[src/rtl/gcd16_sync_host_if.sv]
// Signal bundle between the clocked host and its environment: operand/result ports,
// the gcd core's four-phase x/y/z channels, activate, and status outputs.
interface gcd16_sync_host_if #(
    parameter int WIDTH = 16
);
    logic             in_valid;
    logic             in_ready;
    logic [WIDTH-1:0] in_x;
    logic [WIDTH-1:0] in_y;

    logic             res_valid;
    logic             res_ready;
    logic [WIDTH-1:0] res_z;

    logic             activate_0r;
    logic             activate_0a;

    logic             x_0r;
    logic             x_0a;
    logic [WIDTH-1:0] x_0d;
    logic             y_0r;
    logic             y_0a;
    logic [WIDTH-1:0] y_0d;
    logic             z_0r;
    logic             z_0a;
    logic [WIDTH-1:0] z_0d;

    logic [15:0]      op_count;
    logic             proto_err;

    // master: the environment (operand source, result sink, gcd core)
    modport master (
        output in_valid, in_x, in_y, res_ready, activate_0a,
               x_0r, y_0r, z_0r, z_0d,
        input  in_ready, res_valid, res_z, activate_0r,
               x_0a, x_0d, y_0a, y_0d, z_0a, op_count, proto_err
    );

    // slave: the clocked host
    modport slave (
        input  in_valid, in_x, in_y, res_ready, activate_0a,
               x_0r, y_0r, z_0r, z_0d,
        output in_ready, res_valid, res_z, activate_0r,
               x_0a, x_0d, y_0a, y_0d, z_0a, op_count, proto_err
    );
endinterface

[src/rtl/gcd16_sync_host.sv]
// Clocked host for an async four-phase gcd core: serves x/y pulls from an operand register, sinks z pushes.
// Latency: x_0r rise to x_0a rise SYNC_STAGES+2 clk; z_0r rise to z_0a rise SYNC_STAGES+1 clk.
// Backpressure: in_ready low while operands are unfetched; z_0a held low while a result is unconsumed.
module gcd16_sync_host #(
    parameter int WIDTH       = 16,
    parameter int SYNC_STAGES = 2
) (
    input  logic              clk,
    input  logic              initialise_n,
    gcd16_sync_host_if.slave  bus
);
    typedef enum logic [1:0] {CH_IDLE, CH_DATA, CH_ACK} ch_state_t;
    typedef enum logic       {ZIDLE, ZACK}              z_state_t;

    // Synchronizers for {activate_0a, z_0r, y_0r, x_0r}
    logic [3:0] sync_raw;
    logic [3:0] sync_q [SYNC_STAGES];
    logic [3:0] sync_s;
    logic [2:0] req_prev;
    logic       x_s, y_s, z_s, act_s;

    assign sync_raw = {bus.activate_0a, bus.z_0r, bus.y_0r, bus.x_0r};
    assign sync_s   = sync_q[SYNC_STAGES-1];
    assign x_s      = sync_s[0];
    assign y_s      = sync_s[1];
    assign z_s      = sync_s[2];
    assign act_s    = sync_s[3];

    always_ff @(posedge clk or negedge initialise_n) begin
        if (!initialise_n) begin
            for (int i = 0; i < SYNC_STAGES; i++) sync_q[i] <= '0;
            req_prev <= '0;
        end else begin
            sync_q[0] <= sync_raw;
            for (int i = 1; i < SYNC_STAGES; i++) sync_q[i] <= sync_q[i-1];
            req_prev <= sync_s[2:0];
        end
    end

    ch_state_t        x_st, x_st_n, y_st, y_st_n;
    z_state_t         z_st, z_st_n;
    logic             x_0a_q, x_0a_n, y_0a_q, y_0a_n, z_0a_q, z_0a_n;
    logic [WIDTH-1:0] x_0d_q, x_0d_n, y_0d_q, y_0d_n;
    logic [WIDTH-1:0] opx, opy, res_z_q;
    logic             x_pend, y_pend, res_valid_q;
    logic             x_done, y_done, z_cap;
    logic             x_fall, y_fall, z_fall;
    logic             activate_q, proto_err_q;
    logic [15:0]      op_count_q;
    logic             accept;

    assign accept = bus.in_valid && !x_pend && !y_pend;

    // A request dropping before its ack is a broken four-phase cycle
    assign x_fall = req_prev[0] && !x_s && !x_0a_q;
    assign y_fall = req_prev[1] && !y_s && !y_0a_q;
    assign z_fall = req_prev[2] && !z_s && !z_0a_q;

    always_comb begin
        x_st_n = x_st;
        x_0a_n = x_0a_q;
        x_0d_n = x_0d_q;
        x_done = 1'b0;
        case (x_st)
            CH_IDLE: if (x_s && x_pend) begin
                x_0d_n = opx;
                x_st_n = CH_DATA;
            end
            CH_DATA: if (!x_s) begin
                x_st_n = CH_IDLE;
            end else begin
                x_0a_n = 1'b1;
                x_st_n = CH_ACK;
            end
            CH_ACK: if (!x_s) begin
                x_0a_n = 1'b0;
                x_done = 1'b1;
                x_st_n = CH_IDLE;
            end
            default: x_st_n = CH_IDLE;
        endcase
    end

    always_comb begin
        y_st_n = y_st;
        y_0a_n = y_0a_q;
        y_0d_n = y_0d_q;
        y_done = 1'b0;
        case (y_st)
            CH_IDLE: if (y_s && y_pend) begin
                y_0d_n = opy;
                y_st_n = CH_DATA;
            end
            CH_DATA: if (!y_s) begin
                y_st_n = CH_IDLE;
            end else begin
                y_0a_n = 1'b1;
                y_st_n = CH_ACK;
            end
            CH_ACK: if (!y_s) begin
                y_0a_n = 1'b0;
                y_done = 1'b1;
                y_st_n = CH_IDLE;
            end
            default: y_st_n = CH_IDLE;
        endcase
    end

    always_comb begin
        z_st_n = z_st;
        z_0a_n = z_0a_q;
        z_cap  = 1'b0;
        case (z_st)
            ZIDLE: if (z_s && !res_valid_q) begin
                z_cap  = 1'b1;
                z_0a_n = 1'b1;
                z_st_n = ZACK;
            end
            ZACK: if (!z_s) begin
                z_0a_n = 1'b0;
                z_st_n = ZIDLE;
            end
            default: z_st_n = ZIDLE;
        endcase
    end

    always_ff @(posedge clk or negedge initialise_n) begin
        if (!initialise_n) begin
            x_st        <= CH_IDLE;
            y_st        <= CH_IDLE;
            z_st        <= ZIDLE;
            x_0a_q      <= 1'b0;
            y_0a_q      <= 1'b0;
            z_0a_q      <= 1'b0;
            x_0d_q      <= '0;
            y_0d_q      <= '0;
            opx         <= '0;
            opy         <= '0;
            x_pend      <= 1'b0;
            y_pend      <= 1'b0;
            res_z_q     <= '0;
            res_valid_q <= 1'b0;
            op_count_q  <= '0;
            activate_q  <= 1'b0;
            proto_err_q <= 1'b0;
        end else begin
            x_st        <= x_st_n;
            y_st        <= y_st_n;
            z_st        <= z_st_n;
            x_0a_q      <= x_0a_n;
            y_0a_q      <= y_0a_n;
            z_0a_q      <= z_0a_n;
            x_0d_q      <= x_0d_n;
            y_0d_q      <= y_0d_n;
            activate_q  <= 1'b1;
            proto_err_q <= proto_err_q | act_s | x_fall | y_fall | z_fall;

            if (accept) begin
                opx    <= bus.in_x;
                opy    <= bus.in_y;
                x_pend <= 1'b1;
                y_pend <= 1'b1;
            end else begin
                if (x_done) x_pend <= 1'b0;
                if (y_done) y_pend <= 1'b0;
            end

            if (z_cap) begin
                res_z_q     <= bus.z_0d;
                res_valid_q <= 1'b1;
            end else if (res_valid_q && bus.res_ready) begin
                res_valid_q <= 1'b0;
                op_count_q  <= op_count_q + 16'd1;
            end
        end
    end

    assign bus.in_ready    = !x_pend && !y_pend;
    assign bus.res_valid   = res_valid_q;
    assign bus.res_z       = res_z_q;
    assign bus.activate_0r = activate_q;
    assign bus.x_0a        = x_0a_q;
    assign bus.x_0d        = x_0d_q;
    assign bus.y_0a        = y_0a_q;
    assign bus.y_0d        = y_0d_q;
    assign bus.z_0a        = z_0a_q;
    assign bus.op_count    = op_count_q;
    assign bus.proto_err   = proto_err_q;
endmodule

[src/flat_wrapper.sv]
// flat-port wrapper written by rule: the top's interface ports become plain ports
module gcd16_sync_host_flat 
#(
    parameter int WIDTH       = 16,
    parameter int SYNC_STAGES = 2
)
  (clk, initialise_n, bus_in_valid, bus_in_x, bus_in_y, bus_res_ready, bus_activate_0a, bus_x_0r, bus_y_0r, bus_z_0r, bus_z_0d, bus_in_ready, bus_res_valid, bus_res_z, bus_activate_0r, bus_x_0a, bus_x_0d, bus_y_0a, bus_y_0d, bus_z_0a, bus_op_count, bus_proto_err);
  gcd16_sync_host_if #(.WIDTH(WIDTH)) bus_i ();
  input  logic clk;
  input  logic initialise_n;
  input wire logic [$bits(bus_i.in_valid)-1:0] bus_in_valid;
  input wire logic [$bits(bus_i.in_x)-1:0] bus_in_x;
  input wire logic [$bits(bus_i.in_y)-1:0] bus_in_y;
  input wire logic [$bits(bus_i.res_ready)-1:0] bus_res_ready;
  input wire logic [$bits(bus_i.activate_0a)-1:0] bus_activate_0a;
  input wire logic [$bits(bus_i.x_0r)-1:0] bus_x_0r;
  input wire logic [$bits(bus_i.y_0r)-1:0] bus_y_0r;
  input wire logic [$bits(bus_i.z_0r)-1:0] bus_z_0r;
  input wire logic [$bits(bus_i.z_0d)-1:0] bus_z_0d;
  output wire logic [$bits(bus_i.in_ready)-1:0] bus_in_ready;
  output wire logic [$bits(bus_i.res_valid)-1:0] bus_res_valid;
  output wire logic [$bits(bus_i.res_z)-1:0] bus_res_z;
  output wire logic [$bits(bus_i.activate_0r)-1:0] bus_activate_0r;
  output wire logic [$bits(bus_i.x_0a)-1:0] bus_x_0a;
  output wire logic [$bits(bus_i.x_0d)-1:0] bus_x_0d;
  output wire logic [$bits(bus_i.y_0a)-1:0] bus_y_0a;
  output wire logic [$bits(bus_i.y_0d)-1:0] bus_y_0d;
  output wire logic [$bits(bus_i.z_0a)-1:0] bus_z_0a;
  output wire logic [$bits(bus_i.op_count)-1:0] bus_op_count;
  output wire logic [$bits(bus_i.proto_err)-1:0] bus_proto_err;
  assign bus_i.in_valid = bus_in_valid;
  assign bus_i.in_x = bus_in_x;
  assign bus_i.in_y = bus_in_y;
  assign bus_i.res_ready = bus_res_ready;
  assign bus_i.activate_0a = bus_activate_0a;
  assign bus_i.x_0r = bus_x_0r;
  assign bus_i.y_0r = bus_y_0r;
  assign bus_i.z_0r = bus_z_0r;
  assign bus_i.z_0d = bus_z_0d;
  assign bus_in_ready = bus_i.in_ready;
  assign bus_res_valid = bus_i.res_valid;
  assign bus_res_z = bus_i.res_z;
  assign bus_activate_0r = bus_i.activate_0r;
  assign bus_x_0a = bus_i.x_0a;
  assign bus_x_0d = bus_i.x_0d;
  assign bus_y_0a = bus_i.y_0a;
  assign bus_y_0d = bus_i.y_0d;
  assign bus_z_0a = bus_i.z_0a;
  assign bus_op_count = bus_i.op_count;
  assign bus_proto_err = bus_i.proto_err;
  gcd16_sync_host #(.WIDTH(WIDTH), .SYNC_STAGES(SYNC_STAGES)) u_core (.clk(clk), .initialise_n(initialise_n), .bus(bus_i));
endmodule
[config.mk]
export PLATFORM = sky130hd
export DESIGN_NAME = gcd16_sync_host_flat
export DESIGN_NICKNAME = d
export VERILOG_FILES = /design/src/rtl/gcd16_sync_host_if.sv /design/src/rtl/gcd16_sync_host.sv /design/src/flat_wrapper.sv
export SDC_FILE = /design/constraint.sdc
export NUM_CORES = 1
export LEC_CHECK = 0
export ABC_AREA = 1
export CELL_PAD_IN_SITES_DETAIL_PLACEMENT = 1
export CELL_PAD_IN_SITES_GLOBAL_PLACEMENT = 1
export CORE_ASPECT_RATIO = 0.9
export CORE_MARGIN = 2
export CORE_UTILIZATION = 30
export DETAILED_ROUTE_END_ITERATION = 7
export HOLD_SLACK_MARGIN = 0.15
export PLACE_DENSITY = 0.62
export SETUP_SLACK_MARGIN = 0.5
export SLEW_MARGIN = 30
export SYNTH_ARGS = -nofsm -noshare
export SYNTH_HDL_FRONTEND = slang
export SYNTH_SLANG_ARGS = --single-unit
[constraint.sdc]
create_clock -name clk -period 2.2 [get_ports clk]
set_clock_uncertainty 0.05 [all_clocks]
set_input_delay 0.55 -clock clk [delete_from_list [all_inputs] [get_ports clk]]
set_output_delay 0.55 -clock clk [all_outputs]
set_load 0.05 [all_outputs]
# --- Word level (Yosys, flattened, before mapping) ---
# Cells that the tools add are included.
word_totals:
  reg_bits: 120
  input_bits: 56
  output_inout_bits: 71
  elab_cells: 107
classes:
  addsub: 1
  n_eq_ne: 12
  mux: 31
  bitwise: 6
  reduce_logical: 37
ops:
  columns: ["operator", "n"]
  rows:
  - ["two-way mux 1 bit", 19]
  - ["adder 16 x 1 -> 16 bit (second input constant)", 1]
  - ["logical AND 1 bit", 13]
  - ["two-way mux 2 bit", 6]
  - ["one-hot mux 2 bit (3 select lines)", 2]
  - ["AND reduction 2 bit", 6]
  - ["inequality test 2 x 1 -> 1 bit (second input constant)", 5]
  - ["nonzero test 2 bit", 5]
  - ["logical NOT 1 bit", 9]
  - ["one-hot mux 1 bit (2 select lines)", 4]
  - ["inequality test 2 bit (second input constant)", 3]
  - ["AND reduction 3 bit", 2]
  - ["equality test 2 x 1 -> 1 bit (second input constant)", 2]
  - ["equality test 2 bit (second input constant)", 2]
  - ["logical NOT 2 bit", 2]
  - ["OR 1 bit", 4]
  - ["inverter 1 bit", 2]

# --- Longest topological paths before layout ---
logic_depth:
  depth_word: 6
  depth_mapped: 8
  depth_no_buf: 8

# --- Worst setup path before layout ---
# No wires, ideal clock.
synth_path:
  path_type: "reg-to-reg"
  start: "reg u_core.op_count_q[1], in the netlist u_core.bus.op_count[1]"
  end: "reg u_core.op_count_q[12], in the netlist u_core.bus.op_count[12]"
  setup_ns: 0.113
  arrival_time_ns: 1.518
  required_time_ns: 2.037
  path_slack_ns: 0.519
  stages_incl_launch_ff: 9
  path_buffers: 0
  period_less_slack_ns: 1.681
  cell_sequence: "dfrtp_1 > ha_1 > nand3_1 > nor2_2 > nand2_2 > nor2_1 > nand2_1 > nand2_1 > inv_1"
synth_via:
  elab_chain_cells: 1
synth_lines:
  columns: ["element", "line_no", "source"]
  rows:
  - ["from (decl)", "gcd16_sync_host.sv:49", "logic [15:0] op_count_q;"]
  - ["from (signal assigned)", "gcd16_sync_host.sv:173", "op_count_q <= op_count_q + 16'd1;"]
  - ["adder 16 x 1 -> 16 bit", "gcd16_sync_host.sv:173", null]
# No other way between the ends.
# A chain may end at the register's enable or synchronous reset.

# --- Final worst setup path ---
layout_path:
  start: "reg u_core.x_pend"
  end: "out bus_in_ready"
layout_via:
  elab_chain_cells: 2
layout_lines:
  columns: ["element", "line_no", "source"]
  rows:
  - ["from (decl)", "gcd16_sync_host.sv:45", "logic x_pend, y_pend, res_valid_q;"]
  - ["from (signal assigned)", "gcd16_sync_host.sv:139", "x_pend <= 1'b0;"]
  - ["from (signal assigned)", "gcd16_sync_host.sv:161", "x_pend <= 1'b1;"]
  - ["from (signal assigned)", "gcd16_sync_host.sv:164", "if (x_done) x_pend <= 1'b0;"]
  - ["logical NOT 1 bit", "gcd16_sync_host.sv:178", "assign bus.in_ready = !x_pend && !y_pend;"]
  - ["logical AND 1 bit", "gcd16_sync_host.sv:178", null]
  - ["to (decl)", "flat_wrapper.sv:20", "output wire logic [$bits(bus_i.in_ready)-1:0] bus_in_ready;"]
# No other way between the ends.

==> qor.yml <==
status: "finished, final reports clean"
numCtsBuffers: 17
min_path_type: "reg2reg"
tns_ps: 0
ff2ff_path_depth: 4
end_kind: "primary output"
gr-usage-met3_pct: 6.88
port_buffers: 126
leakage_nw: 3.32
rows: 44
busiest_layer: "met2"
critical_path.max_fanout: 2
reg2reg_to: "u_core.bus.y_0d[5]$_DFFE_PN0P_"
die_y_um: 125
r2r_setup_slack_ps: 640
drt_iter0_drc: 99
hold_depth: 0
grt_antenna_before_repair: 1
worstHoldEndpoint: "u_core.sync_s[2]$_DFF_PN0_"
initial_core_util_pct: 30.3
synth_ff_type: "dfrtp_1"
hp-start: "u_core.sync_q[6]$_DFF_PN0_"
hold_violations: 0
fin_cells: 791
synth-async-reset-ratio_pct: 100
gr-usage-met1_pct: 18.7
wl_mm: 11.5
drt_drc_violations_left: 0
dp.cells: 752
die_area_um2: 17200
min_period_over_period_pct: 79.3
syn_to_final_growth_pct: 40.1
first_global_vias: 3687
grtUsageMet2_pct: 20.8
synth_nets: 487
worstSetupPathType: "reg2out"
grt_max_degree: 64
grt-ovfl-total: 0
powerDensity_nw_per_um2: 1530
clk_latency_ps: 410
gr-usage-all-layers_pct: 14.3
setup_violations: 0
route.vias.total: 3442
cts.clk_slew.worst_paths_ps: 60
cts_tree: "done"
ys_seq_area_share_pct: 61.8
syn_area_per_cell_um2: 11.5
drive_above_1_share_pct: 30.2
synth_edf_count: 0
timing.fmax_mhz: 573
final_nets: 633
cts_max_path_buffers: 2
worst_ep_required_time_ps: 1600
r2r-start: "u_core.y_st[0]$_DFFE_PN0P_"
drtAntennaViolNets: 0
first_pass_iters: 4
coreArea_um2: 16000
synth-seq-cells: 120
cts.root.buffer_cell: "clkbuf_16"
clock-sinks: 120
cts.htree.levels: 4
rsz0062_at_grt: "yes"
die_w_um: 138
dp_hpwl_mm: 8.12
peakVddDrop_mv: 0.705
yosysWarnings: 0
finalMaxSlewViolations: 0
synth_cell_types: 29
period_minus_slack_ps: 1740
routabilityCongestion: 0.787
top_level_ports: 127
netlist_area_um2: 4860
cap_violations: 0
worst-endpoint-arrival_ps: 1140
cp-start-kind: "flip-flop"
wl_per_cell_um: 14.6
viasPerCell: 4.35
synthCells: 424
grt_pass1_wl_mm: 19.2
==> cell usage after synthesis, types with 5 or more instances <==
master | count | area [um2]
dfrtp_1 | 120 | 3000
nand2_1 | 63 | 236
inv_1 | 45 | 169
nor2_1 | 36 | 135
o21ai_0 | 30 | 150
mux2_4 | 26 | 390
a21oi_1 | 19 | 95.1
nand3_1 | 14 | 70.1
mux2_2 | 10 | 113
buf_6 | 8 | 90.1
ha_1 | 7 | 87.6
xor2_1 | 7 | 61.3
nand2_2 | 5 | 31.3
nor2_2 | 5 | 31.3
nor3_1 | 5 | 25.0
==> logic make-up (layout without fill, tap and decap cells) <==
kind of cell               Yosys count  after routing  synth area share, %
other                                1              2               0.0771
buffers and inverters               60            219                 6.10
DFF                                120            120                 61.8
muxes                               36             36                 10.3
AOI/OAI and AO/OA                   58             58                 6.49
adders and majority gates            7              7                 1.80
xor gates and xnor gates             9              9                 1.62
and+or+nand+nor                    133            133                 11.8
==> worst max-delay path: stages, from the launching register on <==
cell	delay [ps]
dfrtp_1	410
nor2_4	160
buf_8	160
==> cell usage in the layout, fill, tap and decap left out, drive strengths merged <==
| cell | instances |
|---|---|
| dlygate4sd3 | 1 |
| o21bai | 1 |
| clkinv | 7 |
| clkbuf | 30 |
| ha | 7 |
| o21ai | 31 |
| bufinv | 3 |
| nand4 | 3 |
| diode | 1 |
| clkinvlp | 3 |
| nand2 | 68 |
| nand3b | 1 |
| xor2 | 7 |
| xnor2 | 2 |
| clkdlybuf4s50 | 54 |
| buf | 73 |
| nand3 | 15 |
| o22ai | 1 |
| o2111ai | 1 |
| a22oi | 1 |
| a21oi | 23 |
| mux2 | 36 |
| nor2 | 41 |
| nor3 | 5 |
| dfrtp | 120 |
| inv | 48 |
| conb | 1 |
==> state kept, by name (all words and copies together) (netlist names) <==
signal and count:
u_core.bus.op_count 16, u_core.bus.res_z 16, u_core.bus.x_0d 16, u_core.bus.y_0d 16, u_core.opx 16, u_core.opy 16, u_core.sync_q 4, u_core.sync_s 4
u_core.req_prev 3, u_core.x_st 2, u_core.y_st 2, u_core.bus.activate_0r 1, u_core.bus.proto_err 1, u_core.bus.res_valid 1, u_core.bus.x_0a 1, u_core.bus.y_0a 1
u_core.bus.z_0a 1, u_core.x_pend 1, u_core.y_pend 1, u_core.z_st 1
==> how the worst max path moves through the flow <==
stage / start / to / slack, ps
after global routing: u_core.x_pend$_DFFE_PN0P_ / bus_in_ready / 400
after CTS: u_core.bus.op_count[2]$_DFFE_PN0P_ / bus_op_count[2] / 410
after detailed placement: bus_res_ready / u_core.bus.op_count[13]$_DFFE_PN0P_ / 270
after global placement: bus_in_valid / u_core.opy[11]$_DFFE_PN0P_ / 300
final: u_core.x_pend$_DFFE_PN0P_ / bus_in_ready / 460
after floorplan: u_core.bus.op_count[1]$_DFFE_PN0P_ / u_core.bus.op_count[12]$_DFFE_PN0P_ / 520
==> area by class of cell <==
type / instances / area, um2
tap: 207 / 259
fill: 1781 / 9210
multi-input combinational: 244 / 1570
clock buffer: 18 / 439
sequential: 120 / 3010
timing repair buffer: 140 / 1180
clock inverter: 14 / 175
antenna: 1 / 2.50
inverter: 47 / 176
==> report_power, final <==
| group | total [mW] | switching (mW) | internal, mW |
|---|---|---|---|
| clock network | 2.86 | 1.04 | 1.82 |
| logic | 4.10 | 2.72 | 1.38 |
| registers | 3.49 | 0.473 | 3.02 |
==> through the flow <==
step | util [%] | hold slack [ps] | setup slack [ps] | instance area (um2) | total power, mW
global placement | 39.6 | 283 | 295 | 6340 | 7.76
CTS | 42.0 | 298 | 414 | 6730 | 10.5
finish | 42.5 | 295 | 455 | 6810 | 10.4
global route | 42.5 | 320 | 403 | 6810 | 11.1
floorplan | - | 204 | 519 | 4860 | 6.41
detailed placement | 39.6 | 286 | 272 | 6340 | 7.89
==> routing by layer <==
layer  part of all wire [%]  vias to the layer above
met4                    1.1                        0
met1                     48                     1672
li1                       -                     1658
met5                      0                        -
met2                     44                      100
met3                    7.3                       12
==> timing repair <==
item                                    in CTS  in global routing
setup buffers                                3                  2
endpoints found under the hold margin       11                  0
pin swaps                                    1                  1
endpoints found under the setup margin      69                 26
resized for setup                          336                 26
hold buffers                                 1                  0
cloned                                       0                  0
No activity file was read; power rests on OpenSTA's default activity.
